--- src/rtl/shift_add_multiplier_pkg.sv ---
`default_nettype none
// ============================================================================
//  Module      : shift_add_multiplier_pkg
//  Description : Shared state encodings and width helper for the sequential
//                shift-and-add multiplier.
//  Contents    : state_t (ST_IDLE / ST_RUN / ST_DONE), cnt_width()
//  Revision    : 1.0 - initial release
// ============================================================================
package shift_add_multiplier_pkg;

    typedef enum logic [1:0] {
        ST_IDLE = 2'd0,
        ST_RUN  = 2'd1,
        ST_DONE = 2'd2
    } state_t;

    // Iteration counter width. The extra bit keeps the counter wide enough
    // to hold M itself even when M is a power of two.
    function automatic int cnt_width(input int m);
        return $clog2(m) + 1;
    endfunction

endpackage
`default_nettype wire

--- src/rtl/ripple_adder.sv ---
`default_nettype none
// ============================================================================
//  Module      : ripple_adder
//  Description : m-bit ripple-carry adder built from a chain of full adders.
//  Ports       : i_a, i_b  [m-1:0]  addends
//                i_cin              carry in
//                o_sum     [m-1:0]  sum
//                o_cout             carry out of the top bit
//  Revision    : 1.0 - initial release
// ============================================================================
module ripple_adder #(
    parameter int m = 4
) (
    input  logic [m-1:0] i_a,
    input  logic [m-1:0] i_b,
    input  logic         i_cin,
    output logic [m-1:0] o_sum,
    output logic         o_cout
);

    logic [m:0] w_carry;

    assign w_carry[0] = i_cin;

    generate
        for (genvar gi = 0; gi < m; gi++) begin : g_bit
            assign o_sum[gi]     = i_a[gi] ^ i_b[gi] ^ w_carry[gi];
            assign w_carry[gi+1] = (i_a[gi] & i_b[gi]) |
                                   (w_carry[gi] & (i_a[gi] ^ i_b[gi]));
        end
    endgenerate

    assign o_cout = w_carry[m];

endmodule
`default_nettype wire

--- src/rtl/shift_add_multiplier.sv ---
`default_nettype none
// ============================================================================
//  Module      : shift_add_multiplier
//  Description : Unsigned sequential M x M multiplier. Each RUN cycle adds the
//                multiplicand into the upper partial product when the current
//                multiplier LSB is set, then shifts {carry,P,Q} right by one.
//                After M iterations {P,Q} holds the 2M-bit product.
//  Ports       : clk            rising-edge clock
//                rst_n          asynchronous active-low reset
//                start          request a multiply (accepted in IDLE only)
//                a, b  [M-1:0]  operands, sampled on the accepting edge
//                busy           high while iterating
//                done           one-cycle pulse, product valid
//                product [2M-1:0] result, held until the next accepted start
//  Revision    : 1.0 - initial release
// ============================================================================
module shift_add_multiplier #(
    parameter int M = 4
) (
    input  logic             clk,
    input  logic             rst_n,
    input  logic             start,
    input  logic [M-1:0]     a,
    input  logic [M-1:0]     b,
    output logic             busy,
    output logic             done,
    output logic [2*M-1:0]   product
);

    import shift_add_multiplier_pkg::*;

    localparam int CW = cnt_width(M);
    localparam logic [CW-1:0] c_CNT_LAST = CW'(M - 1);

    state_t         r_state;
    state_t         w_state_nxt;

    logic [M-1:0]   r_a;
    logic [M-1:0]   r_p;
    logic [M-1:0]   r_q;
    logic [CW-1:0]  r_cnt;
    logic [2*M-1:0] r_product;

    logic [M-1:0]   w_sum;
    logic           w_cout;
    logic [M-1:0]   w_p_nxt;
    logic [M-1:0]   w_q_nxt;
    logic           w_load;
    logic           w_step;
    logic           w_last;

    // Partial product plus multiplicand; only used when the multiplier LSB
    // is set, otherwise the unmodified partial product is shifted.
    ripple_adder #(.m(M)) u_adder (
        .i_a    (r_p),
        .i_b    (r_a),
        .i_cin  (1'b0),
        .o_sum  (w_sum),
        .o_cout (w_cout)
    );

    // The carry-out becomes the new P MSB, so the add can never overflow.
    always_comb begin
        if (r_q[0]) begin
            w_p_nxt = {w_cout, w_sum[M-1:1]};
            w_q_nxt = {w_sum[0], r_q[M-1:1]};
        end else begin
            w_p_nxt = {1'b0, r_p[M-1:1]};
            w_q_nxt = {r_p[0], r_q[M-1:1]};
        end
    end

    assign w_last = (r_cnt == c_CNT_LAST);

    // ---------------------------------------------------------------- FSM
    always_ff @(posedge clk or negedge rst_n) begin
        if (!rst_n) begin
            r_state <= ST_IDLE;
        end else begin
            r_state <= w_state_nxt;
        end
    end

    always_comb begin
        w_state_nxt = r_state;
        w_load      = 1'b0;
        w_step      = 1'b0;
        busy        = 1'b0;
        done        = 1'b0;
        case (r_state)
            ST_IDLE: begin
                if (start) begin
                    w_load      = 1'b1;
                    w_state_nxt = ST_RUN;
                end
            end
            ST_RUN: begin
                busy   = 1'b1;
                w_step = 1'b1;
                if (w_last) begin
                    w_state_nxt = ST_DONE;
                end
            end
            ST_DONE: begin
                done        = 1'b1;
                w_state_nxt = ST_IDLE;
            end
            default: begin
                w_state_nxt = ST_IDLE;
            end
        endcase
    end

    // ------------------------------------------------------------ datapath
    always_ff @(posedge clk or negedge rst_n) begin
        if (!rst_n) begin
            r_a       <= '0;
            r_p       <= '0;
            r_q       <= '0;
            r_cnt     <= '0;
            r_product <= '0;
        end else if (w_load) begin
            r_a   <= a;
            r_q   <= b;
            r_p   <= '0;
            r_cnt <= '0;
        end else if (w_step) begin
            r_p   <= w_p_nxt;
            r_q   <= w_q_nxt;
            r_cnt <= r_cnt + 1'b1;
            if (w_last) begin
                r_product <= {w_p_nxt, w_q_nxt};
            end
        end
    end

    assign product = r_product;

endmodule
`default_nettype wire
--- config.mk ---
export PLATFORM = sky130hd
export DESIGN_NAME = shift_add_multiplier
export DESIGN_NICKNAME = d
export VERILOG_FILES = /design/src/rtl/shift_add_multiplier_pkg.sv /design/src/rtl/ripple_adder.sv /design/src/rtl/shift_add_multiplier.sv
export SDC_FILE = /design/constraint.sdc
export NUM_CORES = 1
export LEC_CHECK = 0
export CAP_MARGIN = 20
export CORE_MARGIN = 2
export CORE_UTILIZATION = 54
export CTS_CLUSTER_DIAMETER = 30
export DETAILED_ROUTE_END_ITERATION = 10
export PLACE_DENSITY = 0.9
export SETUP_SLACK_MARGIN = 0.3
export SLEW_MARGIN = 20
export SYNTH_ARGS = -nofsm -noshare
export SYNTH_HDL_FRONTEND = slang
export SYNTH_SLANG_ARGS = --single-unit
--- constraint.sdc ---
create_clock -name clk -period 6.88 [get_ports clk]
set_clock_uncertainty 0.1 [all_clocks]
set_input_delay 0.688 -clock clk [delete_from_list [all_inputs] [get_ports clk]]
set_output_delay 0.688 -clock clk [all_outputs]
set_load 0.05 [all_outputs]
# --- Yosys cells after proc, flatten, opt, wreduce, memory -nomap -nowiden ---
# Cells that the tools add are included.
# Widths: inputs -> output; s select.
classes:
  mux: 15
  n_addsub: 1
  reduce_logical: 4
  n_eq_ne: 5
  bitwise_logic: 18
ops:
  columns: ["cell", "n"]
  rows:
  - ["$mux 4", 6]
  - ["$and 1x1->1", 7]
  - ["$xor 1x1->1", 7]
  - ["$mux 3", 2]
  - ["$mux 1", 4]
  - ["$mux 2", 2]
  - ["$ne 2x2->1 const B", 2]
  - ["$pmux 2 s2", 1]
  - ["$add 3x1->3 const B", 1]
  - ["$eq 3x2->1 const B", 1]
  - ["$or 1x1->1", 3]
  - ["$reduce_and 3->1", 1]
  - ["$eq 2x1->1 const B", 1]
  - ["$eq 2x2->1 const B", 1]
  - ["$logic_not 2->1", 1]
  - ["$reduce_and 2->1", 1]
  - ["$reduce_bool 2->1", 1]
  - ["$not 1->1", 1]
word_totals:
  word_cells: 49
  output_inout_bits: 10
  input_bits: 11
  ff_bits: 25

# --- Depth between registers and ports, before layout ---
# Gate-level depths: netlist of the first run.
logic_depth:
  depth_word: 10
  ltp_mapped: 6
  ltp_nobuf: 6

# --- Hierarchy ---
# Synthesis of the first run repeated with hierarchy kept, for this count alone.
hier_totals:
  cells_unflattened: 104
  hier_area_um2: 1217.4
modules_own_cells:
  columns: ["module", "cells_per_inst", "instances", "seq_area_each_um2", "area_per_inst_um2"]
  rows:
  - ["shift_add_multiplier", 90, 1, 625.6, 1099.8]
  - ["ripple_adder", 14, 1, 0.0, 117.6]

# --- Worst setup path after synthesis of the first run ---
# OpenSTA, ideal clock, no wires.
synth_path:
  path_kind: "register to register"
  start: "register r_a[0]"
  end: "register r_product[6], in the netlist product[6]"
  path_buffers: 0
  required_time_ns: 6.649
  t_arrival_ns: 2.025
  path_slack_ns: 4.623
  setup_ns: 0.131
  synth_period_minus_slack_ns: 2.257
  stages_incl_launch_ff: 7
  cell_sequence: "dfrtp_1 -> ha_1 -> fa_1 -> fa_1 -> fa_1 -> mux2i_1 -> o21ai_0"
synth_between:
  elab_chain_len: 7
synth_rtl:
  columns: ["element", "line", "rtl"]
  rows:
  - ["from (decl)", "shift_add_multiplier.sv:38", "logic [M-1:0] r_a;"]
  - ["from (signal assigned)", "shift_add_multiplier.sv:117", "r_a <= '0;"]
  - ["from (signal assigned)", "shift_add_multiplier.sv:123", "r_a <= a;"]
  - ["$and 1x1->1", "ripple_adder.sv:28", "assign w_carry[gi+1] = (i_a[gi] & i_b[gi]) |"]
  - ["$and 1x1->1", "ripple_adder.sv:29", "(w_carry[gi] & (i_a[gi] ^ i_b[gi]));"]
  - ["$or 1x1->1", "ripple_adder.sv:28", null]
  - ["$and 1x1->1", "ripple_adder.sv:29", null]
  - ["$or 1x1->1", "ripple_adder.sv:28", null]
  - ["$xor 1x1->1", "ripple_adder.sv:27", "assign o_sum[gi] = i_a[gi] ^ i_b[gi] ^ w_carry[gi];"]
  - ["$mux 4", "shift_add_multiplier.sv:64", "if (r_q[0]) begin"]
  - ["to (signal assigned)", "shift_add_multiplier.sv:132", "r_product <= {w_p_nxt, w_q_nxt};"]
  - ["to (decl)", "shift_add_multiplier.sv:42", "logic [2*M-1:0] r_product;"]
# Every way passes these cells.
# A chain may end at the register's enable or synchronous reset.

# --- Worst setup path in the final report of the first run ---
layout_path:
  start: "register r_state[1]"
  end: "output busy"
layout_between:
  elab_chain_len: 2
layout_rtl:
  columns: ["element", "line", "rtl"]
  rows:
  - ["from (decl)", "shift_add_multiplier.sv:35", "state_t r_state;"]
  - ["from (signal assigned)", "shift_add_multiplier.sv:80", "r_state <= w_state_nxt;"]
  - ["$eq 2x1->1", "shift_add_multiplier.sv:90", "case (r_state)"]
  - ["$mux 1", "shift_add_multiplier.sv:90", null]
  - ["to (decl)", "shift_add_multiplier.sv:25", "output logic busy,"]
# Every way passes these cells.

==> results_dict.tcl, run 1 <==
set metrics [dict create \
    gr-total-overflow 0 \
    die-area_sq_um 2530 \
    maxSlewViolCount 0 \
    power_density_nw_per_um2 480 \
    hold_path.class "primary input to asynchronous set/reset pin" \
    ant_nets 0 \
    design.portCount 21 \
    final_nets 139 \
    rows 16 \
    yosysWarnings 0 \
    start_kind "flip-flop" \
    timing.final.crit_period_ns 3.18 \
    required_ns 6.09 \
    fmax_mhz 315 \
    routabilityCongestion 0.871 \
    design_area_sq_um 1370 \
    antennaDiodeCount 0 \
    start_util_pct 57.9 \
    maxCapViolations 0 \
    synth-simple-area-share_pct 18.2 \
    setup.worst_path.end_class "output pin" \
    synth_edf_count 0 \
    via_count 800 \
    crit_family "buffers and inverters" \
    synth_top_family_by_area "simple AND/OR/NAND/NOR gates" \
    period_share_pct 46.2 \
    hold_viol 0 \
    die_width_um 50.3 \
    cts_setup_buffers 0 \
    async_flop_share_pct 100 \
    outcome "finished, final reports clean" \
    worst_path_max_delay_cell "clkdlybuf4s50_1" \
    cts_htree_levels 1 \
    synth-seq-area-share_pct 53.9 \
    grt_max_degree 26 \
    rsz0062_at_grt "false" \
    antenna_found_initial 0 \
    postCtsHoldBufs 0 \
    slew_headroom_pct 54.5 \
    drtIter0Drc 17 \
    fill_cells 159 \
    layout-drive-gt1-share_pct 12.4 \
    portBuffers 20 \
    synthAdderAreaFrac_pct 8.41 \
    leakagePower_nw 0.635 \
    wl_um 2100 \
    routedWlPerCell_um 14.2 \
    cp_max_fo 18 \
    layout_common_cells "25 x dfrtp_1, 23 x nand2_1, 19 x clkdlybuf4s50_1" \
    clock_sinks 25 \
    path_buf_inv 2 \
    synthToLayoutAreaGrowth_pct 18.1 \
    pre_cts_ws_ns 4.09 \
    placed_cell_area_sq_um 1350 \
    drc 0 \
    syn_inst 103 \
    setup_viol 0 \
    clk_pin_slew_ns 0.14 \
    clk_latency_ns 0.32 \
    drtPass1Iterations 5 \
    synth.area.mux_share_pct 6.36 \
    cts-root-buf "clkbuf_4" \
    die_h_um 50.3 \
    yosysUniqueCellTypes 24 \
    cts_resized 0 \
    max-vdd-ir-drop_mv 0.292 \
    cts_tree "yes" \
    grt_first_pass_wirelength_um 3700 \
    synth_area_sq_um 1160 \
    grt_pass1_vias 830 \
    clk_path_buf_depth 2 \
    crit_chain "nand2b_1 -> inv_1 -> clkdlybuf4s50_1" \
    dp_hpwl_um 1540 \
    worst_pin_slew_ns 0.682 \
    coreArea_sq_um 2000 \
    slowest_delay_ns 0.85 \
    vias_per_cell 5.41 \
    path_class "flip-flop to output pin" \
    cts_buffers 3 \
    synth_xor_area_share_pct 0 \
    synthFlopType "dfrtp_1" \
    fin_setup_tns_ns 0 \
    synthesis.nets 120 \
    synth_compound_area_share_pct 8.09 \
    worst_ep_arrival_time_ns 2.39 \
    setup_slack_ns 3.70 \
    final_common_cell "dfrtp_1" \
    ys_ff_latch 25 \
    track_usage_pct 19.7 \
    avgSynthCellArea_sq_um 11.3 \
]
area by class of cell:
type | count | area, sq um | area share [%]
clock inverters | 1 | 5.00 | 0.365
clock buffers | 3 | 22.5 | 1.64
well taps | 27 | 33.8 | 2.47
flip-flops and latches | 25 | 626 | 45.7
repair buffers | 20 | 195 | 14.2
multi-input cells | 69 | 477 | 34.8
inverters | 3 | 11.3 | 0.822
report_power, final:
part | internal (mW) | leakage, nW | switching [mW]
Sequential | 0.211 | 0.314 | 0.0525
Clock | 0.0218 | 0.0177 | 0.0442
Combinational | 0.121 | 0.303 | 0.207
Total | 0.353 | 0.635 | 0.304
layer usage:
metal / vias to the layer above / global-route usage (%) / part of all wire [%]
li1: 382 / - / -
met1: 392 / 22.8 / 43
met2: 21 / 35.1 / 51
met3: 5 / 3.87 / 4.7
met4: 0 / 9.01 / 1.6
met5: - / 0 / 0
synthesized netlist by cell type, types with 3 or more instances:
library cell / count / area share [%]
a22oi_1: 3 / 1.9
buf_2: 3 / 1.3
dfrtp_1: 25 / 54
fa_1: 3 / 5.2
ha_1: 3 / 3.2
inv_1: 3 / 0.97
mux2_2: 3 / 2.9
mux2i_1: 4 / 3.5
nand2_1: 23 / 7.4
nand3_1: 5 / 2.2
nand3_2: 5 / 4.3
o21ai_0: 11 / 4.7
flip-flops by register name (all words and copies together) (netlist names):
signal / flops
product: 8
r_q: 4
r_p: 4
r_state: 2
r_cnt: 3
r_a: 4
worst register-to-register path: cells and delay by family (launching register included):
kind            cells  cell delay (ns)
mux                 1             0.25
fa+ha+maj           4             1.43
compound gates      1             0.13
flops               1             0.42
metrics by stage:
step / hold slack (ns) / cells / total power [mW] / utilization [%]
after floorplan: 0.292 / 103 / 0.510 / -
after global placement: 0.362 / 144 / 0.582 / 67.3
after detailed placement: 0.370 / 144 / 0.597 / 67.3
after CTS: 0.402 / 148 / 0.663 / 68.7
after global routing: 0.258 / 148 / 0.712 / 68.4
final: 0.224 / 148 / 0.657 / 68.4
worst paths after layout:
kind,from,endpoint,slack (ns),cells past startpoint
setup / recovery,r_state[1],busy,3.70,3
hold / removal,rst_n,product[6],0.22,1
setup reg to reg,r_a[0],product[6],4.45,6
hold reg to reg,product[5],product[5],0.39,2
max in group asynchronous,rst_n,r_q[2],6.09,1
min in group clk,product[5],product[5],0.39,2
cell families (layout without fill, tap and decap cells):
kind of cell,after synthesis,count (layout)
flops,25,25
fa+ha+maj,6,6
simple gates,40,40
mux,7,7
compound gates,16,16
buf+inv,9,27
No activity file was read; power rests on OpenSTA's default activity.
==> run 2, diff against run 1 <==
CORE_UTILIZATION = 46   (was 54)
PLACE_DENSITY = 0.82   (was 0.9)
clock period = 2.6 ns   (was 6.88 ns; I/O delays follow)
==> run 2 against run 1 <==
Compared with the run above:
- global-route usage fell by 2.9 points
- first-iteration DRC count fell by 59%
- sequential cell count did not move
==> results_dict.tcl, run 2 (synthesis gave the netlist of run 1 again) <==
set metrics [dict create \
    final_common_cell "dfrtp_1" \
    routabilityCongestion 0.786 \
    fill_cells 207 \
    path_class "flip-flop to flip-flop" \
    portBuffers 20 \
    clk_latency_ns 0.32 \
    maxCapViolations 0 \
    largest_reg_flops 8 \
    via_count 810 \
    postCtsHoldBufs 0 \
    power_density_nw_per_um2 1270 \
    slew_headroom_pct 57.3 \
    grt_max_degree 26 \
    cp_max_fo 2 \
    antenna_found_initial 0 \
    required_ns 2.70 \
    vias_per_cell 5.19 \
    antennaDiodeCount 0 \
    fin_setup_tns_ns 0 \
    start_util_pct 47.7 \
    cts_tree "yes" \
    clock_sinks 25 \
    dp_hpwl_um 1530 \
    maxSlewViolCount 0 \
    timing.final.crit_period_ns 2.28 \
    fmax_mhz 439 \
    cts_htree_levels 1 \
    r2r_slack_ns 0.32 \
    setup.worst_path.end_class "flip-flop" \
    pre_cts_ws_ns 0.201 \
    track_usage_pct 16.9 \
    cts_buffers 3 \
    design.portCount 21 \
    cts-root-buf "clkbuf_4" \
    routedWlPerCell_um 13.8 \
    worst_pin_slew_ns 0.641 \
    wl_um 2150 \
    coreArea_sq_um 2430 \
    multiInputGateArea_sq_um 485 \
    layout_common_cells "25 x dfrtp_1, 23 x nand2_1, 19 x clkdlybuf4s50_1" \
    regArea_sq_um 626 \
    clk_pin_slew_ns 0.14 \
    outcome "finished, final reports clean" \
    hold_path.class "primary input to asynchronous set/reset pin" \
    leakagePower_nw 0.655 \
    grt_first_pass_wirelength_um 3420 \
    layout-drive-gt1-share_pct 18.3 \
    max-vdd-ir-drop_mv 0.724 \
    gr-total-overflow 0 \
    start_kind "flip-flop" \
    setup_slack_ns 0.321 \
    clk_path_buf_depth 2 \
    synthToLayoutAreaGrowth_pct 22.7 \
    rsz0062_at_grt "true" \
    drtIter0Drc 7 \
    worst_ep_arrival_time_ns 2.38 \
    die-area_sq_um 2940 \
    drc 0 \
    period_share_pct 87.6 \
    die_h_um 54.2 \
    grt_pass1_vias 771 \
    hold_viol 0 \
    final_nets 144 \
    drtPass1Iterations 4 \
    rows 18 \
    die_width_um 54.2 \
    setup_viol 0 \
    ant_nets 0 \
]
==> run 2: cell count changes in the layout (fill, tap and decap cells not counted), sizes merged <==
cell,before,now
buf,1,6
==> run 2: per-layer routing <==
layer | track usage [%] | share of wire (%) | vias up
met5 | 0 | 0 | -
li1 | - | - | 397
met1 | 21.0 | 45 | 396
met2 | 28.3 | 51 | 13
met4 | 7.50 | 1.3 | 0
met3 | 3.28 | 2.5 | 4
==> run 2: critical path, stage by stage, from the launching register on <==
cell and delay, ns:
dfrtp_1 0.40, ha_1 0.22, fa_2 0.34, fa_2 0.34, fa_1 0.45, mux2i_2 0.21, o21ai_1 0.10
==> run 2: report_power, final <==
part	leakage [nW]	total, mW	switching (mW)	internal (mW)
Sequential	0.314	0.694	0.136	0.557
Clock	0.0177	0.175	0.118	0.0577
Combinational	0.323	0.939	0.577	0.362
Total	0.655	1.81	0.831	0.977
==> run 2: worst paths after layout <==
| kind | start | endpoint | depth (start not counted) |
|---|---|---|---|
| setup / recovery | r_a[0] | product[6] | 6 |
| hold / removal | rst_n | product[3] | 2 |
| setup reg to reg | r_a[0] | product[6] | 6 |
| hold reg to reg | product[7] | product[7] | 2 |
| max in group asynchronous | rst_n | r_a[0] | 2 |
| min in group clk | a[0] | r_a[0] | 3 |
==> run 2: through the flow <==
step	hold slack, ns	area [sq um]	cells	power (mW)	utilization [%]
2_1_floorplan	-0.136	1160	103	1.35	-
6_report	0.176	1420	156	1.81	58.5
3_3_place_gp	0.362	1360	149	1.55	56.1
4_1_cts	0.188	1420	155	1.81	58.2
5_1_grt	0.184	1420	156	1.95	58.5
3_5_place_dp	0.375	1360	149	1.60	56.1
==> run 2: area by class of cell <==
| cell class | instances | area share (%) |
|---|---|---|
| clock buffers | 3 | 1.58 |
| clock inverters | 1 | 0.352 |
| inverters | 3 | 0.792 |
| multi-input cells | 69 | 34.1 |
| flip-flops and latches | 25 | 44.0 |
| well taps | 30 | 2.64 |
| repair buffers | 25 | 16.5 |
==> run 2: repair_timing <==
item,CTS,global route
setup endpoints to repair,2,2
buffers inserted,2,1
resized for setup,4,0
==> run 3, diff against run 2 <==
CELL_PAD_IN_SITES_DETAIL_PLACEMENT = 1   (was unset)
CELL_PAD_IN_SITES_GLOBAL_PLACEMENT = 1   (was unset)
CORE_UTILIZATION = 37   (was 46)
SLEW_MARGIN = unset   (was 20)
SYNTH_HIERARCHICAL = 1   (was unset)
==> run 3 against run 2 <==
Compared with the run above:
- setup slack worse by 0.053 ns
- combinational power up 27%
- clock power down 3%
- fmax down 2.3%
- sequential power up 7.1%
- count of clock-buffer cells in the layout up 1
- hold slack better by 0.019 ns
- core utilization down 9.9 points
- die area up 28%
- sequential share of layout area down 2.5 points
==> results_dict.tcl, run 3 <==
set metrics [dict create \
    outcome "finished, final reports clean" \
    gr-total-overflow 0 \
    start_kind "flip-flop" \
    die_width_um 61.4 \
    clk_path_buf_depth 2 \
    grt_pass1_vias 882 \
    coreArea_sq_um 3100 \
    worst_pin_slew_ns 0.511 \
    clk_pin_slew_ns 0.13 \
    drtIter0Drc 29 \
    syn_inst 104 \
    synthFlopType "dfrtp_1" \
    cp-startpoint "r_a[0]" \
    grt_first_pass_wirelength_um 3970 \
    antenna_found_initial 0 \
    drtPass1Iterations 4 \
    cp_max_fo 2 \
    final_nets 146 \
    synthToLayoutAreaGrowth_pct 23.8 \
    start_util_pct 39.2 \
    final_common_cell "dfrtp_1" \
    hold_path.class "primary input to asynchronous set/reset pin" \
    clock_sinks 25 \
    clk_latency_ns 0.31 \
    design_area_sq_um 1510 \
    synthTopCellsByCount "25 x dfrtp_1, 14 x inv_1, 12 x nand2_1" \
    setup.worst_path.end_class "flip-flop" \
    fill_cells 377 \
    power_density_nw_per_um2 1400 \
    required_ns 2.75 \
    max-vdd-ir-drop_mv 0.504 \
    cts_tree "yes" \
    layout-drive-gt1-share_pct 23.4 \
    synth.most_common_cell "dfrtp_1" \
    maxSlewViolCount 0 \
    drc 0 \
    rsz0062_at_grt "true" \
    placed_cell_area_sq_um 1460 \
    yosysUniqueCellTypes 27 \
    synth_top_area_share_pct 51.4 \
    reg2reg_from "r_a[0]" \
    slew_headroom_pct 65.8 \
    design.portCount 21 \
    path_class "flip-flop to flip-flop" \
    largest_reg_flops 8 \
    yosys-top-cells-area "dfrtp_1 51%, fa_1 6.6%, inv_1 4.3%" \
    total_power_mw 2.10 \
    die-area_sq_um 3770 \
    period_share_pct 89.7 \
    yosysWarnings 6 \
    layout_common_cells "25 x dfrtp_1, 19 x clkdlybuf4s50_1, 12 x nand2_1" \
    fmax_mhz 429 \
    routabilityCongestion 0.752 \
    ant_nets 0 \
    grt_max_degree 26 \
    synth_edf_count 0 \
    synth-seq-area-share_pct 51.4 \
    leakagePower_nw 0.684 \
    die_h_um 61.4 \
    wl_um 2410 \
    timing.final.crit_period_ns 2.33 \
    synth_largest_area_cell "dfrtp_1" \
    dp_hpwl_um 1850 \
    maxCapViolations 0 \
    vias_per_cell 4.85 \
    cts-root-buf "clkbuf_4" \
    synth_area_sq_um 1220 \
    via_count 834 \
    ys_ff_latch 25 \
    worst_ep_arrival_time_ns 2.48 \
    portBuffers 20 \
    fin_setup_tns_ns 0 \
    setup_viol 0 \
    track_usage_pct 14.9 \
    cts_htree_levels 1 \
    routedWlPerCell_um 14.0 \
    postCtsHoldBufs 0 \
    hold_viol 0 \
    cts_buffers 3 \
    avgSynthCellArea_sq_um 11.7 \
    synthesis.nets 121 \
    async_flop_share_pct 100 \
    antennaDiodeCount 0 \
    rows 20 \
]
run 3: cell types whose count changed after synthesis, sizes merged, moves of 2 or more:
cell,delta
o22ai,+7
buf,-2
nand2,-11
a21oi,+4
a22oi,-3
mux2,+4
nand3,-10
inv,+12
run 3: cell type report:
class	instances	area (sq um)	area share, %
clock buffers	4	26.3	1.74
flip-flops and latches	25	626	41.5
repair buffers	23	221	14.7
well taps	44	55.1	3.65
multi-input cells	61	520	34.5
inverters	15	58.8	3.90
run 3: what timing repair did:
| action | in CTS | in global routing |
|---|---|---|
| gates resized for setup | 9 | 0 |
| buffers inserted | 1 | 0 |
| pin swaps | 4 | 3 |
| endpoints found under the setup margin | 3 | 2 |
run 3: metal layers:
layer  GRT usage [%]  vias up  share of wire [%]
li1                -      398                  -
met1            16.3      417                 40
met2            28.4       17                 55
met3            3.78        2                3.9
met4            3.65        0                1.1
met5               0        -                  0
run 3: worst paths after layout:
check,endpoint,slack [ns],depth (start not counted)
worst min-delay path,r_q[2],0.19,2
worst max register to register,r_p[2],0.27,10
min in group clk,product[4],0.39,2
max in group asynchronous,r_a[1],1.96,2
worst min register to register,product[4],0.39,2
worst max-delay path,r_p[2],0.27,10
run 3: logic make-up after synthesis:
| family | synth area share, % |
|---|---|
| multiplexers | 10.7 |
| flip-flops | 51.4 |
| AND/OR/NAND/NOR | 8.32 |
| AO/OA/AOI/OAI | 13.9 |
| buffers and inverters | 6.78 |
| other | 0.308 |
| adder cells (fa/ha/maj) | 8.63 |
run 3: critical path: stages, from the launching register on:
cell and delay (ns):
dfrtp_1 0.42, fa_2 0.36, inv_2 0.06, fa_2 0.19
inv_2 0.04, fa_2 0.32, inv_2 0.06, fa_1 0.41
inv_1 0.09, mux2i_2 0.08, o21ai_1 0.14
run 3: report_power, final:
| group | total (mW) | switching (mW) | internal [mW] |
|---|---|---|---|
| registers | 0.743 | 0.165 | 0.578 |
| clock network | 0.169 | 0.109 | 0.0599 |
| logic | 1.19 | 0.691 | 0.500 |
| total | 2.10 | 0.965 | 1.14 |
run 3: metrics by stage:
stage	hold WS (ns)	worst slack [ns]	util (%)	std cells
after floorplan	-0.136	0.304	-	104
after global placement	0.362	0.253	47.2	167
after detailed placement	0.372	0.139	47.2	167
after CTS	0.207	0.220	48.6	172
after global routing	0.229	0.197	48.6	172
final	0.195	0.268	48.6	172
